$ cat config.mk
export PLATFORM = sky130hd
export DESIGN_NAME = muldiv_sequencer_flat
export DESIGN_NICKNAME = d
export VERILOG_FILES = /design/src/rtl/muldiv_if.sv /design/src/rtl/muldiv_sequencer.sv /design/src/flat_wrapper.sv
export SDC_FILE = /design/constraint.sdc
export NUM_CORES = 1
export LEC_CHECK = 0
export ABC_AREA = 0
export ABC_CLOCK_PERIOD_IN_PS = 7050
export BUFFER_PORTS_ARGS = -buffer_cell sky130_fd_sc_hd__buf_4
export CAP_MARGIN = 40
export CORE_MARGIN = 5
export CORE_UTILIZATION = 25
export DETAILED_ROUTE_END_ITERATION = 12
export HOLD_SLACK_MARGIN = 0.03
export PLACE_DENSITY = 0.5
export REMOVE_ABC_BUFFERS = 1
export SETUP_SLACK_MARGIN = 0.05
export SYNTH_ARGS = -nofsm -noshare
export SYNTH_HDL_FRONTEND = slang
export SYNTH_SLANG_ARGS = --single-unit
$ cat constraint.sdc
create_clock -name clk -period 7.05 [get_ports clk]
set_input_delay 0.705 -clock clk [delete_from_list [all_inputs] [get_ports clk]]
set_output_delay 0.705 -clock clk [all_outputs]
set_load 0.01 [all_outputs]
$ cat src/rtl/muldiv_if.sv
// Request/response bundle between the execute stage and the RV32M muldiv sequencer.
interface muldiv_if #(
  parameter int XLEN = 32
);
  logic            start;
  logic [2:0]      funct3;
  logic [XLEN-1:0] a;
  logic [XLEN-1:0] b;
  logic            kill;
  logic            busy;
  logic            stall;
  logic            done;
  logic [XLEN-1:0] result;

  modport master (
    output start, funct3, a, b, kill,
    input  busy, stall, done, result
  );

  modport slave (
    input  start, funct3, a, b, kill,
    output busy, stall, done, result
  );
endinterface

$ cat src/rtl/muldiv_sequencer.sv
// Iterative RV32M multiply/divide unit: one bit per cycle, registered result.
// Optional MULDIV_FAST_SPECIAL_EN: trivial div/rem/mul cases finish in 1 cycle.
module muldiv_sequencer #(
  parameter int XLEN = 32
) (
  input logic     clk,
  input logic     reset,
  muldiv_if.slave bus
);
  localparam int CW = $clog2(XLEN);
  localparam logic [XLEN-1:0] MIN = {1'b1, {(XLEN-1){1'b0}}};

  typedef enum logic [1:0] {S_IDLE, S_CALC, S_DONE} state_t;

  state_t            r_state, w_state_n;
  logic [2:0]        r_f3;
  logic              r_sa, r_sb;
  logic [XLEN-1:0]   r_ma, r_mb, r_result;
  logic [2*XLEN-1:0] r_acc, w_acc_n;
  logic [CW-1:0]     r_cnt;

  logic              w_accept, w_fast, w_in_sa, w_in_sb;
  logic [XLEN-1:0]   w_in_ma, w_in_mb;
  logic [XLEN:0]     w_rsh;
  logic [XLEN-1:0]   w_sub;

  function automatic logic [XLEN-1:0] f_result(
    input logic [2:0]        f3,
    input logic              sa,
    input logic              sb,
    input logic [XLEN-1:0]   ma,
    input logic [XLEN-1:0]   mb,
    input logic [2*XLEN-1:0] acc
  );
    logic [2*XLEN-1:0] prod;
    logic [XLEN-1:0]   q, r, av;
    logic              div0, ovf;
    prod = (sa ^ sb) ? (~acc + 1'b1) : acc;
    q    = (sa ^ sb) ? (~acc[XLEN-1:0] + 1'b1) : acc[XLEN-1:0];
    r    = sa ? (~acc[2*XLEN-1:XLEN] + 1'b1) : acc[2*XLEN-1:XLEN];
    av   = sa ? (~ma + 1'b1) : ma;
    div0 = (mb == '0);
    ovf  = sa && sb && (ma == MIN) && (mb == XLEN'(1));
    case (f3)
      3'b000:  f_result = prod[XLEN-1:0];
      3'b001,
      3'b010,
      3'b011:  f_result = prod[2*XLEN-1:XLEN];
      3'b100,
      3'b101:  f_result = div0 ? '1 : (ovf ? MIN : q);
      default: f_result = div0 ? av : (ovf ? '0 : r);
    endcase
  endfunction

  // a is signed for MULH/MULHSU/DIV/REM, b for MULH/DIV/REM
  assign w_in_sa = bus.a[XLEN-1] &&
                   (bus.funct3 inside {3'b001, 3'b010, 3'b100, 3'b110});
  assign w_in_sb = bus.b[XLEN-1] &&
                   (bus.funct3 inside {3'b001, 3'b100, 3'b110});
  assign w_in_ma = w_in_sa ? (~bus.a + 1'b1) : bus.a;
  assign w_in_mb = w_in_sb ? (~bus.b + 1'b1) : bus.b;

  assign w_accept = bus.start && !bus.kill && (r_state != S_CALC);

`ifdef MULDIV_FAST_SPECIAL_EN
  assign w_fast = bus.funct3[2]
    ? ((w_in_mb == '0) ||
       (w_in_sa && w_in_sb && (w_in_ma == MIN) && (w_in_mb == XLEN'(1))))
    : ((w_in_ma == '0) || (w_in_mb == '0));
`else
  assign w_fast = 1'b0;
`endif

  assign w_rsh = {r_acc[2*XLEN-1:XLEN], r_ma[r_cnt]};
  assign w_sub = w_rsh[XLEN-1:0] - r_mb;

  always_comb begin
    w_acc_n = r_acc;
    if (r_f3[2]) begin
      if (w_rsh >= {1'b0, r_mb})
        w_acc_n = {w_sub, r_acc[XLEN-2:0], 1'b1};
      else
        w_acc_n = {w_rsh[XLEN-1:0], r_acc[XLEN-2:0], 1'b0};
    end else begin
      w_acc_n = {r_acc[2*XLEN-2:0], 1'b0} +
                (r_mb[r_cnt] ? {{XLEN{1'b0}}, r_ma} : '0);
    end
  end

  always_comb begin
    w_state_n = r_state;
    if (bus.kill && (r_state != S_IDLE)) begin
      w_state_n = S_IDLE;
    end else begin
      case (r_state)
        S_CALC:  if (r_cnt == '0) w_state_n = S_DONE;
        default: begin
          if (w_accept) w_state_n = w_fast ? S_DONE : S_CALC;
          else          w_state_n = S_IDLE;
        end
      endcase
    end
  end

  always_ff @(posedge clk or posedge reset) begin
    if (reset) r_state <= S_IDLE;
    else       r_state <= w_state_n;
  end

  always_ff @(posedge clk or posedge reset) begin
    if (reset) begin
      r_f3     <= '0;
      r_sa     <= 1'b0;
      r_sb     <= 1'b0;
      r_ma     <= '0;
      r_mb     <= '0;
      r_acc    <= '0;
      r_cnt    <= '0;
      r_result <= '0;
    end else if (w_accept) begin
      r_f3  <= bus.funct3;
      r_sa  <= w_in_sa;
      r_sb  <= w_in_sb;
      r_ma  <= w_in_ma;
      r_mb  <= w_in_mb;
      r_acc <= '0;
      r_cnt <= CW'(XLEN-1);
      if (w_fast)
        r_result <= f_result(bus.funct3, w_in_sa, w_in_sb,
                             w_in_ma, w_in_mb, '0);
    end else if ((r_state == S_CALC) && !bus.kill) begin
      r_acc <= w_acc_n;
      if (r_cnt == '0)
        r_result <= f_result(r_f3, r_sa, r_sb, r_ma, r_mb, w_acc_n);
      else
        r_cnt <= r_cnt - 1'b1;
    end
  end

  assign bus.busy   = (r_state == S_CALC);
  assign bus.done   = (r_state == S_DONE);
  assign bus.result = r_result;
  assign bus.stall  = bus.busy ||
                      (bus.start && (r_state != S_CALC) && !bus.kill);
endmodule

$ cat src/flat_wrapper.sv
// flat-port wrapper written by rule: the top's interface ports become plain ports
module muldiv_sequencer_flat 
#(
  parameter int XLEN = 32
)
  (clk, reset, bus_start, bus_funct3, bus_a, bus_b, bus_kill, bus_busy, bus_stall, bus_done, bus_result);
  muldiv_if #(.XLEN(XLEN)) bus_i ();
  input logic clk;
  input logic reset;
  input wire logic [$bits(bus_i.start)-1:0] bus_start;
  input wire logic [$bits(bus_i.funct3)-1:0] bus_funct3;
  input wire logic [$bits(bus_i.a)-1:0] bus_a;
  input wire logic [$bits(bus_i.b)-1:0] bus_b;
  input wire logic [$bits(bus_i.kill)-1:0] bus_kill;
  output wire logic [$bits(bus_i.busy)-1:0] bus_busy;
  output wire logic [$bits(bus_i.stall)-1:0] bus_stall;
  output wire logic [$bits(bus_i.done)-1:0] bus_done;
  output wire logic [$bits(bus_i.result)-1:0] bus_result;
  assign bus_i.start = bus_start;
  assign bus_i.funct3 = bus_funct3;
  assign bus_i.a = bus_a;
  assign bus_i.b = bus_b;
  assign bus_i.kill = bus_kill;
  assign bus_busy = bus_i.busy;
  assign bus_stall = bus_i.stall;
  assign bus_done = bus_i.done;
  assign bus_result = bus_i.result;
  muldiv_sequencer #(.XLEN(XLEN)) u_core (.clk(clk), .reset(reset), .bus(bus_i));
endmodule
# == Word-level counts from Yosys, hierarchy flattened ==
# Index checks and enable logic that the tools add are counted.
# classes
mul,0
div,0
order_cmp,2
eq_ne,16
n_shift,0
mux,27
add_sub_neg,9
n_bitwise,8
n_reduce_logical,24
# ops
cell,count
32-bit two-way mux,10
64-bit two-way mux,5
32-bit by 1-bit adder with 32-bit output (second input constant),5
32-bit NOT,5
32-bit one-hot mux with 3 select lines,1
64-bit by 1-bit adder with 64-bit output (second input constant),1
64-bit adder,1
64-bit NOT,1
33-bit by 32-bit greater-or-equal comparator with 1-bit output,1
32-bit by 1-bit equality test with 1-bit output (second input constant),1
32-bit equality test (second input constant),1
32-bit logical NOT,1
32-bit subtractor,1
5-bit two-way mux,3
3-bit equality test (second input constant),4
1-bit logical AND,11
1-bit binary-select mux with 5-bit select,2
3-bit by 2-bit equality test with 1-bit output (second input constant),3
3-bit by 1-bit equality test with 1-bit output (second input constant),2
5-bit by 6-bit < comparator with 1-bit output (second input constant),1
2-bit two-way mux,3
5-bit logical NOT,1
5-bit by 1-bit subtractor with 5-bit output (second input constant),1
2-bit by 1-bit != test with 1-bit output (second input constant),2
other kinds (16),19
# totals
latchBits,0
reg_bits,172
rom_bits,0
in_bits,71
n_memories,0
mem_bits_rw,0

# == Depth between registers and ports, before layout ==
# Gate-level depths: netlist of the first run.
# logic_depth
ltp_word,11
mapped_depth,28
ltp_nobuf,25

# == Worst setup path before layout of the first run ==
# Ideal clock, no wire load.
# synth_path
path_kind,register to register
startpoint,register u_core.r_cnt[1]
endpoint,register u_core.r_result[29] (netlist: u_core.bus.result[29])
n_path_buf,7
required_time_ps,6919
setup_slack_ps,-102
setup_time_ps,131
path_stages_with_launch,28
arrival_time_ps,7021
path_cell_list,dfrtp_1 > clkbuf_1 > clkbuf_1 > mux4_2 > mux2_2 > nand3_1 > nand4_1 > clkbuf_1 > and2_1 > ha_1 > buf_4 > nand2_1 > or4_1 > or4_1 > a31oi_2 > or2_1 > buf_6 > a32oi_1 > o21a_2 > or3b_4 > or4_1 > buf_2 > or4b_1 > buf_2 > o41a_1 > xor2_1 > a221oi_1 > a21oi_1
# synth_via
elab_chain_len,11
elab_cells_between_ends,26
cone_classes,add/sub: 5; order compare: 1; mux: 15; bitwise: 3; reduce/logical: 2
# synth_rtl
element,line,text
"start, declared",muldiv_sequencer.sv:20,logic [CW-1:0] r_cnt;
"start signal, assigned",muldiv_sequencer.sv:127,r_cnt <= CW'(XLEN-1);
"start signal, assigned",muldiv_sequencer.sv:136,r_cnt <= r_cnt - 1'b1;
1-bit binary-select mux with 5-bit select (on tied branches),"muldiv_sequencer.sv:86, muldiv_sequencer.sv:74",
1-bit two-way mux (on tied branches),"muldiv_sequencer.sv:86, muldiv_sequencer.sv:74",
32-bit two-way mux (tied with other cells),muldiv_sequencer.sv:86,"(r_mb[r_cnt] ? {{XLEN{1'b0}}, r_ma} : '0);"
64-bit adder / 64-bit two-way mux (equally long branches),"muldiv_sequencer.sv:85, muldiv_sequencer.sv:80",
64-bit two-way mux,muldiv_sequencer.sv:79,if (r_f3[2]) begin
32-bit NOT (on tied branches),"muldiv_sequencer.sv:40, muldiv_sequencer.sv:39",
32-bit by 1-bit adder with 32-bit output (on tied branches),"muldiv_sequencer.sv:40, muldiv_sequencer.sv:39",
32-bit two-way mux (on tied branches),"muldiv_sequencer.sv:40, muldiv_sequencer.sv:39",
32-bit two-way mux (on tied branches) (2 in series),"muldiv_sequencer.sv:51, muldiv_sequencer.sv:50",
32-bit one-hot mux with 3 select lines,muldiv_sequencer.sv:44,case (f3)
"end signal, assigned",muldiv_sequencer.sv:129,"r_result <= f_result(bus.funct3, w_in_sa, w_in_sb,"
"end signal, assigned",muldiv_sequencer.sv:134,"r_result <= f_result(r_f3, r_sa, r_sb, r_ma, r_mb, w_acc_n);"
"end, declared",muldiv_sequencer.sv:18,"logic [XLEN-1:0] r_ma, r_mb, r_result;"
# Parallel ways exist; a longest one is shown, timed or not. The select of a mux whose other input is x is not followed.
# A chain may end at the register's enable or synchronous reset.

# == Worst setup path after layout of the first run ==
# layout_path
startpoint,register u_core.r_cnt[0]
endpoint,register u_core.r_result[25] (netlist: u_core.bus.result[25])
# Same word-level chain as after synthesis.

==> results of run 1 <==
-- registers in the layout, summed over array words and instances, names as in the netlist --
register,count
u_core.bus.result,32
u_core.r_acc,64
u_core.r_f3,3
u_core.r_sb,1
u_core.r_sa,1
u_core.r_state,2
u_core.r_ma,32
u_core.r_cnt,5
u_core.r_mb,32
-- cell families after synthesis --
logic type | count (synthesis) | share of synthesized area [%]
xor gates and xnor gates | 225 | 10.88
DFF | 172 | 23.77
buffers and inverters | 231 | 5.099
AOI/OAI and AO/OA | 753 | 27.38
adders and majority gates | 73 | 5.126
and+or+nand+nor | 895 | 24.30
muxes | 50 | 3.448
-- critical path: cells and delay by family (launching register included) --
kind	cells	cell delay (ns)
fa+ha+maj	1	0.31
xor+xnor	1	0.12
compound gates	6	1.34
buf+inv	5	0.97
mux	2	0.79
flops	1	0.42
simple gates	9	2.78
-- area by class of cell --
| type | instances | area, µm² | area share [%] |
|---|---|---|---|
| clock buffers | 19 | 452.9 | 2.043 |
| clock inverters | 13 | 152.6 | 0.6884 |
| inverters | 80 | 305.3 | 1.377 |
| multi-input cells | 1996 | 13360 | 60.24 |
| flip-flops and latches | 172 | 4309 | 19.43 |
| well taps | 950 | 1189 | 5.360 |
| repair buffers | 311 | 2409 | 10.86 |
-- path summary, 6_finish.rpt --
path,startpoint,slack [ns],to
setup / recovery,u_core.r_cnt[0],0.19,u_core.bus.result[25]
hold / removal,reset,0.32,u_core.r_ma[11]
setup reg to reg,u_core.r_cnt[0],0.19,u_core.bus.result[25]
hold reg to reg,u_core.bus.result[22],0.48,u_core.bus.result[22]
max in group asynchronous,reset,5.50,u_core.bus.result[27]
min in group clk,bus_funct3[1],0.46,u_core.r_f3[1]
-- timing repair --
item	in CTS	in global routing
endpoints found under the setup margin	17	29
gates resized for setup	21	66
pin swaps	3	12
gates cloned	0	0
setup buffers	0	1
-- layer usage --
metal	wire (µm)	track usage (%)
met5	0	0
met4	2738	6.897
met3	5614	3.453
met2	37810	32.71
met1	36910	28.23
-- stage by stage --
stage                     setup slack [ns]  cell area [µm²]
final                               0.1857            22180
after global routing             -0.001925            22180
after CTS                          0.05706            21800
after detailed placement           -0.2856            21110
after global placement             -0.2359            21060
after floorplan                    -0.7400            17490
-- power breakdown --
part / internal (W) / switching [W] / total [W] / leakage [nW]
sequential: 0.00121 / 0.000395 / 0.00160 / 2.24
combinational: 0.00253 / 0.00397 / 0.00650 / 6.40
clock: 0.000521 / 0.000516 / 0.00104 / 0.296
total: 0.00426 / 0.00488 / 0.00914 / 8.94
-- cells in the final DEF, fill, tap and decap left out, types with 11 or more instances in the layout --
| cell | Yosys | layout |
|---|---|---|
| nand2_1 | 311 | 308 |
| buf_4 | 4 | 305 |
| o21ai_0 | 225 | 221 |
| dfrtp_1 | 172 | 170 |
| nor2_1 | 151 | 147 |
| xnor2_1 | 145 | 144 |
| a21oi_1 | 141 | 132 |
| xor2_1 | 80 | 80 |
| inv_1 | 77 | 76 |
| nor3_1 | 68 | 64 |
| ha_1 | 71 | 58 |
| nand3_1 | 57 | 56 |
| and2_1 | 47 | 46 |
| nand4_1 | 44 | 44 |
| o31ai_1 | 48 | 44 |
| nor4_1 | 41 | 39 |
| a22o_1 | 38 | 38 |
| a221oi_1 | 39 | 36 |
| nand2b_1 | 34 | 32 |
| mux2i_1 | 32 | 32 |
| or3_1 | 29 | 26 |
| o211ai_1 | 25 | 25 |
| o21a_1 | 24 | 24 |
| o21ai_1 | 24 | 24 |
| and3_1 | 21 | 21 |
| a211oi_1 | 23 | 20 |
| a21o_1 | 19 | 19 |
| clkbuf_16 | 0 | 17 |
| nor2b_1 | 16 | 15 |
| or4_1 | 19 | 14 |
| or2_2 | 14 | 14 |
| a22oi_1 | 12 | 12 |
| a31oi_1 | 12 | 12 |
| o221ai_1 | 12 | 11 |
| a311oi_1 | 11 | 11 |
==> results.json, run 1 <==
{
  "track_usage_pct": 20.51,
  "start_util_pct": 25.29,
  "run_status": "finished, final reports clean",
  "clk_path_buf_depth": 2,
  "numPortBuffers": 105,
  "cp_cell_sequence": "mux4_2 -> mux2_2 -> nand3_1 -> nand4_1 -> buf_4 -> buf_4 -> buf_4 -> and2_1 -> ha_4 -> nand4_1 -> buf_4 -> o221ai_1 -> nand3b_4 -> o21ai_4 -> o311a_1 -> or4_1 -> or2_2 -> or4_4 -> or4b_4 -> buf_4 -> o41ai_4 -> xnor2_1 -> a221oi_2 -> o31ai_1",
  "setup_tns_ns": 0,
  "irDropWorstVdd_v": 0.0002510,
  "synth_cell_types": 93,
  "cp-end-kind": "flop",
  "worst-endpoint-arrival_ns": 7.25,
  "synth_common_cells": "nand2_1, o21ai_0, dfrtp_1",
  "synth_top_area_cell": "dfrtp_1",
  "clock_latency_ns": 0.51,
  "cts.sinks": 172,
  "area_growth_pct": 22.45,
  "ios": 106,
  "cp_data_required_time_ns": 7.43,
  "syn_inst": 2399,
  "cp-start-kind": "flop",
  "wirelength_mm": 83.07,
  "fin_skew_ns": 0.01357,
  "grt_pass1_wl_mm": 122.9,
  "slew_violations": 0,
  "ff2ff_path_depth": 24,
  "dr_total_vias": 19843,
  "synth-seq-area-share_pct": 23.77,
  "grt_max_degree": 112,
  "p_per_area_nw_per_um2": 412.2,
  "fin_total_pwr_w": 0.009140,
  "antenna_found_initial": 1,
  "ys_ff_latch": 172,
  "hold_buffers": 0,
  "critPathMaxFanout": 10,
  "fmax_mhz": 145.7,
  "maxSlewHeadroom_pct": 37.83,
  "clockRootBuffer": "clkbuf_16",
  "finalNonFillerCells": 3541,
  "path_class": "flop to flop",
  "slowest_stage": "or4b_4",
  "fin_util_pct": 30.97,
  "grt_pass1_vias": 18994,
  "yosysWarnings": 0,
  "antenna_left": 0,
  "cts_inserted_buffers": 17,
  "synth_edf_count": 0,
  "die_h_um": 279.1,
  "p_leak_nw": 8.943,
  "fin_hold_ws_ns": 0.3197,
  "n_antenna_cell": 0,
  "netlist.area_leader.share_pct": 23.77,
  "synthTopCellsByArea": "dfrtp_1, xnor2_1, nand2_1",
  "critical_path.most_common_cell": "buf_4",
  "maxCapViolations": 0,
  "setup_violations": 0,
  "dieWidth_um": 279.1,
  "place_congestion": 0.9752,
  "worstMarginPinSlew_ns": 0.9090,
  "cts_max_level": 4,
  "hold_class": "input pin to asynchronous set/reset pin",
  "drive_gt1_share_pct": 18.18,
  "wl_per_cell_um": 23.46,
  "clkTransAtPathRegs_ns": 0.08,
  "placedCellCount": 3508,
  "hpwl_mm": 66.02,
  "dr.pass1.iters": 5,
  "dieArea_um2": 77920,
  "synth-main-ff-cell": "dfrtp_1",
  "syn_area_um2": 18110,
  "core_um2": 71610,
  "min_period_over_period_pct": 97.37,
  "grt_overflow": 0,
  "synth.most_common_cell": "nand2_1",
  "final-hold-violation-count": 0,
  "fillers": 7740,
  "async_flop_share_pct": 100.0,
  "avgViaCountPerCell": 5.604,
  "finalCriticalPeriod_ns": 6.864,
  "nets": 2722,
  "drc": 0,
  "cts_tree": "yes",
  "drt-initial-drc-count": 2093,
  "rows": 98,
  "syn_avg_cell_area_um2": 7.549,
  "critPathMaxStageDelay_ns": 0.55
}
(Power assumes the default switching activity.)
==> inputs of run 2 (changes only) <==
--- a/config.mk
+++ b/config.mk
@@ -6,14 +6,14 @@
 export NUM_CORES = 1
 export LEC_CHECK = 0
 export ABC_AREA = 0
-export ABC_CLOCK_PERIOD_IN_PS = 7050
+export ABC_CLOCK_PERIOD_IN_PS = 7800
 export BUFFER_PORTS_ARGS = -buffer_cell sky130_fd_sc_hd__buf_4
 export CAP_MARGIN = 40
 export CORE_MARGIN = 5
-export CORE_UTILIZATION = 25
+export CORE_UTILIZATION = 41
 export DETAILED_ROUTE_END_ITERATION = 12
 export HOLD_SLACK_MARGIN = 0.03
-export PLACE_DENSITY = 0.5
+export PLACE_DENSITY = 0.66
 export REMOVE_ABC_BUFFERS = 1
 export SETUP_SLACK_MARGIN = 0.05
 export SYNTH_ARGS = -nofsm -noshare
==> constraint.sdc (replaced) <==
create_clock -name clk -period 7.8 [get_ports clk]
set_input_delay 0.78 -clock clk [delete_from_list [all_inputs] [get_ports clk]]
set_output_delay 0.78 -clock clk [all_outputs]
set_load 0.01 [all_outputs]
==> run 2 against run 1 <==
Count of clock-buffer cells in the layout shrank 2. Via count shrank 2.8%. First-iteration DRC count grew 6.4%. Critical path type unchanged. Largest cell class unchanged.
==> results.json, run 2 (same netlist as run 1, synthesis figures left out) <==
{
  "wl_met1_mm": 31.62,
  "worstMarginPinSlew_ns": 1.016,
  "worst-endpoint-arrival_ns": 7.71,
  "critPathMaxStageDelay_ns": 0.79,
  "maxCapViolations": 0,
  "area_growth_pct": 11.95,
  "run_status": "finished, final reports clean",
  "ff2ff_path_depth": 22,
  "p_switching_w": 0.004066,
  "fmax_mhz": 135.9,
  "wirelength_mm": 72.99,
  "antenna_left": 0,
  "drc": 0,
  "cp-start-kind": "flop",
  "slew_violations": 0,
  "cp_data_required_time_ns": 8.15,
  "core_um2": 43930,
  "dr.pass1.iters": 7,
  "place_congestion": 1.001,
  "clock_latency_ns": 0.48,
  "maxSlewHeadroom_pct": 31.66,
  "swShare_pct": 54.43,
  "clockRootBuffer": "clkbuf_16",
  "numPortBuffers": 105,
  "fin_skew_ns": 0.02497,
  "grt_max_degree": 78,
  "layout_commonest_cell": "nand2_1",
  "largest-register": "u_core.r_acc",
  "fin_util_pct": 46.15,
  "grt_pass1_vias": 18235,
  "p_comb_share_pct": 68.6,
  "drive_gt1_share_pct": 11.60,
  "start_util_pct": 41.22,
  "cts.repair.resized": 0,
  "rows": 77,
  "critPathMaxFanout": 33,
  "power_frac_seq_pct": 19.7,
  "wl_per_cell_um": 23.87,
  "hold_class": "input pin to asynchronous set/reset pin",
  "cts.sinks": 172,
  "clkTransAtPathRegs_ns": 0.08,
  "cp_cell_sequence": "buf_4 -> mux4_2 -> mux2_2 -> nand3_1 -> nand4_1 -> buf_4 -> and2_1 -> ha_1 -> nand4_1 -> nor3_1 -> o211ai_1 -> nand3b_2 -> o21ai_2 -> o311a_1 -> or4_1 -> or2_2 -> or4_1 -> or4b_1 -> o41a_1 -> xor2_1 -> a221oi_1 -> a21oi_1",
  "avgViaCountPerCell": 6.306,
  "grt_overflow": 0,
  "crit_buf_inv": 2,
  "cp-end-kind": "flop",
  "cts_tree": "yes",
  "cts_setup_buffers": 0,
  "n_antenna_cell": 0,
  "wl_met2_mm": 31.92,
  "hpwl_mm": 57.12,
  "placedCellCount": 3026,
  "drt-initial-drc-count": 2226,
  "track_usage_pct": 29.72,
  "setup_violations": 0,
  "p_int_w": 0.003404,
  "wl_met3_mm": 6.746,
  "cts_max_level": 4,
  "fin_hold_ws_ns": 0.3313,
  "clockPowerShare_pct": 11.6,
  "dr_total_vias": 19284,
  "dieArea_um2": 48470,
  "r2r_slack_ns": 0.44,
  "p_per_area_nw_per_um2": 368.4,
  "final_cell_mix": "nand2_1, o21ai_0, buf_4, dfrtp_1, nor2_1",
  "finalCriticalPeriod_ns": 7.359,
  "path_class": "flop to flop",
  "antenna_found_initial": 0,
  "die_h_um": 220.2,
  "fin_total_pwr_w": 0.007470,
  "largest_register_ffs": 64,
  "dieWidth_um": 220.2,
  "cts_inserted_buffers": 17,
  "nets": 2597,
  "cp_top_family": "simple AND/OR/NAND/NOR gates",
  "reg2reg_to": "u_core.bus.result[29]",
  "setup_tns_ns": 0,
  "irDropWorstVdd_v": 0.0001562,
  "grt_pass1_wl_mm": 111.1,
  "clk_path_buf_depth": 2,
  "slowest_stage": "or4b_1",
  "dr.max_layer_used": "met4",
  "ios": 106,
  "final-hold-violation-count": 0,
  "p_leak_nw": 8.235,
  "min_period_over_period_pct": 94.35,
  "finalNonFillerCells": 3058,
  "hold_buffers": 0,
  "rsz0062_at_grt": "false",
  "reg2reg_from": "u_core.r_cnt[1]"
}
## run 2: cell types whose count changed in the layout (fill, tap and decap cells not counted), moves of 4 or more
cell	previous run	this run
o31ai_1	44	48
a21oi_1	132	141
or4_4	5	0
a21oi_2	10	1
buf_4	305	181
ha_1	58	70
or4_1	14	19
ha_4	9	0
## run 2: how the worst max path moves through the flow
stage	depth (start not counted)	start	endpoint	slack [ns]
floorplan	11	u_core.r_f3[2]	u_core.bus.result[29]	0.01
global placement	23	u_core.r_cnt[1]	u_core.bus.result[4]	0.49
detailed placement	23	u_core.r_cnt[1]	u_core.bus.result[4]	0.41
CTS	23	u_core.r_cnt[1]	u_core.bus.result[4]	0.36
global route	25	u_core.r_cnt[1]	u_core.bus.result[10]	0.09
finish	22	u_core.r_cnt[1]	u_core.bus.result[29]	0.44
## run 2: power by group through the flow
stage / logic [W] / registers [W] / clock network, W
6_report: 0.00513 / 0.00147 / 0.000870
3_5_place_dp: 0.00498 / 0.00147 / 0
2_1_floorplan: 0.00340 / 0.00138 / 0
4_1_cts: 0.00501 / 0.00145 / 0.000884
5_1_grt: 0.00555 / 0.00149 / 0.000916
3_3_place_gp: 0.00494 / 0.00146 / 0
## run 2: area by class of cell
class / instances / area [µm²]
Clock inverter: 15 / 151.4
Fill cell: 4508 / 23660
Inverter: 80 / 305.3
Clock buffer: 17 / 425.4
Sequential cell: 172 / 4309
Tap cell: 592 / 740.7
Multi-Input combinational cell: 1996 / 12920
Timing Repair Buffer: 186 / 1425
## run 2: worst reg2reg max path, stage by stage (launching register included)
cell	delay, ns
dfrtp_1	0.39
buf_4	0.25
mux4_2	0.33
mux2_2	0.28
nand3_1	0.09
nand4_1	0.08
buf_4	0.25
and2_1	0.25
ha_1	0.47
nand4_1	0.22
nor3_1	0.36
o211ai_1	0.19
nand3b_2	0.20
o21ai_2	0.16
o311a_1	0.37
or4_1	0.67
or2_2	0.40
or4_1	0.48
or4b_1	0.79
o41a_1	0.50
xor2_1	0.15
a221oi_1	0.31
a21oi_1	0.07
## run 2: metrics by stage
step	setup slack (ns)	instance area, µm²
final	0.4406	20270
after global routing	0.09056	20270
after CTS	0.3572	20270
after detailed placement	0.4057	19690
after global placement	0.4923	19610
after floorplan	0.01002	17490
## run 2: routing by layer
layer  global-route usage [%]  vias to the layer above
li1                         -                     8949
met1                    40.78                     9227
met2                    45.58                      970
met3                    7.210                      138
met4                    11.15                        0
met5                        0                        -
==> inputs of run 3 (changes only) <==
--- a/config.mk
+++ b/config.mk
@@ -8,13 +8,13 @@
 export ABC_AREA = 0
 export ABC_CLOCK_PERIOD_IN_PS = 7800
 export BUFFER_PORTS_ARGS = -buffer_cell sky130_fd_sc_hd__buf_4
-export CAP_MARGIN = 40
+export CAP_MARGIN = 20
 export CORE_MARGIN = 5
 export CORE_UTILIZATION = 41
 export DETAILED_ROUTE_END_ITERATION = 12
 export HOLD_SLACK_MARGIN = 0.03
 export PLACE_DENSITY = 0.66
-export REMOVE_ABC_BUFFERS = 1
+export RECOVER_POWER = 100
 export SETUP_SLACK_MARGIN = 0.05
 export SYNTH_ARGS = -nofsm -noshare
 export SYNTH_HDL_FRONTEND = slang
==> run 3 against run 2 <==
The flow now finishes with violations (capacitance limit, slew limit). Sequential cell count unchanged. Cell count down 0.52%. Register-to-register slack worse by 0.11 ns. Routed wire length rose by 2.0%. Design area is 1.4% lower. Non-clock buffer count down 16. Core utilization down 0.66 points. Clock power grew 1%. Sequential share of layout area up 0.30 points. Maximum frequency is 1.5% lower. Die area is the same. Clock skew shrank 0.0098 ns.
==> results.json, run 3 (same netlist as run 1, synthesis figures left out) <==
{
  "run_status": "complete, but fails checks",
  "violations": "capacitance limit, slew limit",
  "drc": 0,
  "grt_overflow": 0,
  "place_congestion": 1.024,
  "grt_pass1_wl_mm": 111.3,
  "irDropWorstVdd_v": 0.0002157,
  "cp-start-kind": "flop",
  "hold_class": "flop to flop",
  "cts_max_level": 4,
  "p_comb_share_pct": 68.7,
  "p_int_w": 0.003480,
  "slowest_stage": "or4_1",
  "grt_pass1_vias": 18041,
  "critical_path.most_common_cell": "a21oi_1",
  "core_um2": 43930,
  "regArea_um2": 4308,
  "cp-end-kind": "flop",
  "die_h_um": 220.2,
  "antenna_found_initial": 8,
  "swShare_pct": 55.27,
  "worstMarginPinSlew_ns": 3.663,
  "fillers": 4515,
  "n_antenna_cell": 0,
  "nets": 2581,
  "cp_data_required_time_ns": 8.12,
  "dieArea_um2": 48470,
  "final_cell_mix": "nand2_1, o21ai_0, dfrtp_1, nor2_1, xnor2_1",
  "fin_total_pwr_w": 0.007781,
  "clk_path_buf_depth": 2,
  "numPortBuffers": 105,
  "clkTransAtPathRegs_ns": 0.06,
  "min_period_over_period_pct": 95.80,
  "cts_tree": "yes",
  "ios": 106,
  "fin_util_pct": 45.49,
  "slew_violations": 387,
  "rsz0062_at_grt": "false",
  "fin_skew_ns": 0.01521,
  "path_class": "flop to flop",
  "avgViaCountPerCell": 6.416,
  "hp-start": "u_core.bus.result[2]",
  "critPathMaxFanout": 33,
  "power_frac_seq_pct": 20.0,
  "wirelength_mm": 74.42,
  "rows": 77,
  "clock_latency_ns": 0.47,
  "drive_gt1_share_pct": 9.265,
  "reg2reg_from": "u_core.r_cnt[1]",
  "area_growth_pct": 10.35,
  "post-place-ws_ns": 0.1693,
  "hpwl_mm": 57.85,
  "cts.sinks": 172,
  "largest-register": "u_core.r_acc",
  "p_leak_nw": 7.966,
  "wl_per_cell_um": 24.46,
  "drt-initial-drc-count": 2469,
  "p_per_area_nw_per_um2": 389.4,
  "track_usage_pct": 29.95,
  "final-hold-violation-count": 0,
  "syn_nets": 2543,
  "setup_violations": 0,
  "maxSlewHeadroom_pct": -144.2,
  "layout_commonest_cell": "nand2_1",
  "grt_max_degree": 78,
  "largest_register_ffs": 64,
  "start_util_pct": 41.22,
  "timing.final.ws_setup_ns": 0.3275,
  "crit_start": "u_core.r_cnt[1]",
  "multi_input_area_um2": 12930,
  "dr_total_vias": 19516,
  "cp_cell_sequence": "buf_4 -> mux4_2 -> mux2_2 -> nand3_1 -> nand4_1 -> buf_4 -> and2_0 -> ha_1 -> a21oi_1 -> o21ai_0 -> a22o_1 -> o21ai_1 -> a2111oi_0 -> or4_1 -> a21oi_1 -> nand2_1 -> a21oi_1 -> nand3_1 -> o21ai_0 -> xnor2_1 -> a221oi_1 -> a211oi_1",
  "dr.pass1.iters": 6,
  "clockRootBuffer": "clkbuf_16",
  "maxCapViolations": 6,
  "worst-endpoint-arrival_ns": 7.79,
  "fmax_mhz": 133.8,
  "antenna_left": 0,
  "cts_inserted_buffers": 17,
  "dieWidth_um": 220.2,
  "clockPowerShare_pct": 11.3,
  "hold_buffers": 0,
  "setup_tns_ns": 0,
  "finalCriticalPeriod_ns": 7.472,
  "p_switching_w": 0.004300,
  "critPathMaxStageDelay_ns": 0.76
}
==> run 3: cell count changes in the layout (fill, tap and decap cells not counted), sizes merged, moves of 2 or more <==
cell      delta
buf         -58
bufinv       +2
clkinvlp     +2
inv          -5
clkbuf      +45
==> run 3: path summary, 6_finish.rpt <==
check	endpoint	slack, ns	cells after the start
setup / recovery	u_core.bus.result[16]	0.33	22
hold / removal	u_core.bus.result[2]	0.48	2
setup reg to reg	u_core.bus.result[16]	0.33	22
hold reg to reg	u_core.bus.result[2]	0.48	2
max in group asynchronous	u_core.bus.result[19]	2.19	3
min in group asynchronous	u_core.r_acc[39]	1.15	2
==> run 3: stage by stage <==
stage | cells | instance area, µm² | hold slack (ns)
6_report | 3042 | 19980 | 0.4831
5_1_grt | 3042 | 19980 | 0.5223
4_1_cts | 3040 | 20110 | 0.4155
3_5_place_dp | 3008 | 19530 | 0.4767
3_3_place_gp | 3008 | 19530 | 0.4773
2_1_floorplan | 2399 | 18110 | 0.4563
==> run 3: routing by layer <==
metal	up-vias	global-route usage (%)	wire, µm
met5	-	0	14
met4	2	11.40	2823
met3	163	4.364	7027
met2	1023	45.05	32100
met1	9420	43.59	32460
li1	8908	-	-
==> run 3: cell type report <==
type	count	share of cell area (%)
Multi-Input combinational cell	1996	64.72
Sequential cell	172	21.56
Inverter	80	1.509
Timing Repair Buffer	170	5.597
Tap cell	592	3.706
Clock buffer	19	2.216
Clock inverter	13	0.6950
==> run 3: timing repair <==
action                                  4_1_cts  5_1_grt
gates resized for setup                       0       11
endpoints found under the setup margin        0       23
setup buffers                                 0        2
==> run 3: power groups by stage <==
stage          Combinational (W)  Clock, W  Sequential, W
2_1_floorplan            0.00358         0        0.00130
3_3_place_gp             0.00513         0        0.00154
3_5_place_dp             0.00515         0        0.00154
4_1_cts                  0.00519  0.000898        0.00152
5_1_grt                  0.00570  0.000929        0.00157
6_report                 0.00534  0.000883        0.00156
==> run 3: worst max-delay path, delay by kind of cell, from the launching register on <==
kind                     cells  cell delay, ns
AO/OA/AOI/OAI               10            3.50
XOR/XNOR                     1            0.14
adder cells (fa/ha/maj)      1            0.42
buffers and inverters        2            0.55
flip-flops                   1            0.37
multiplexers                 2            0.60
AND/OR/NAND/NOR              6            1.74
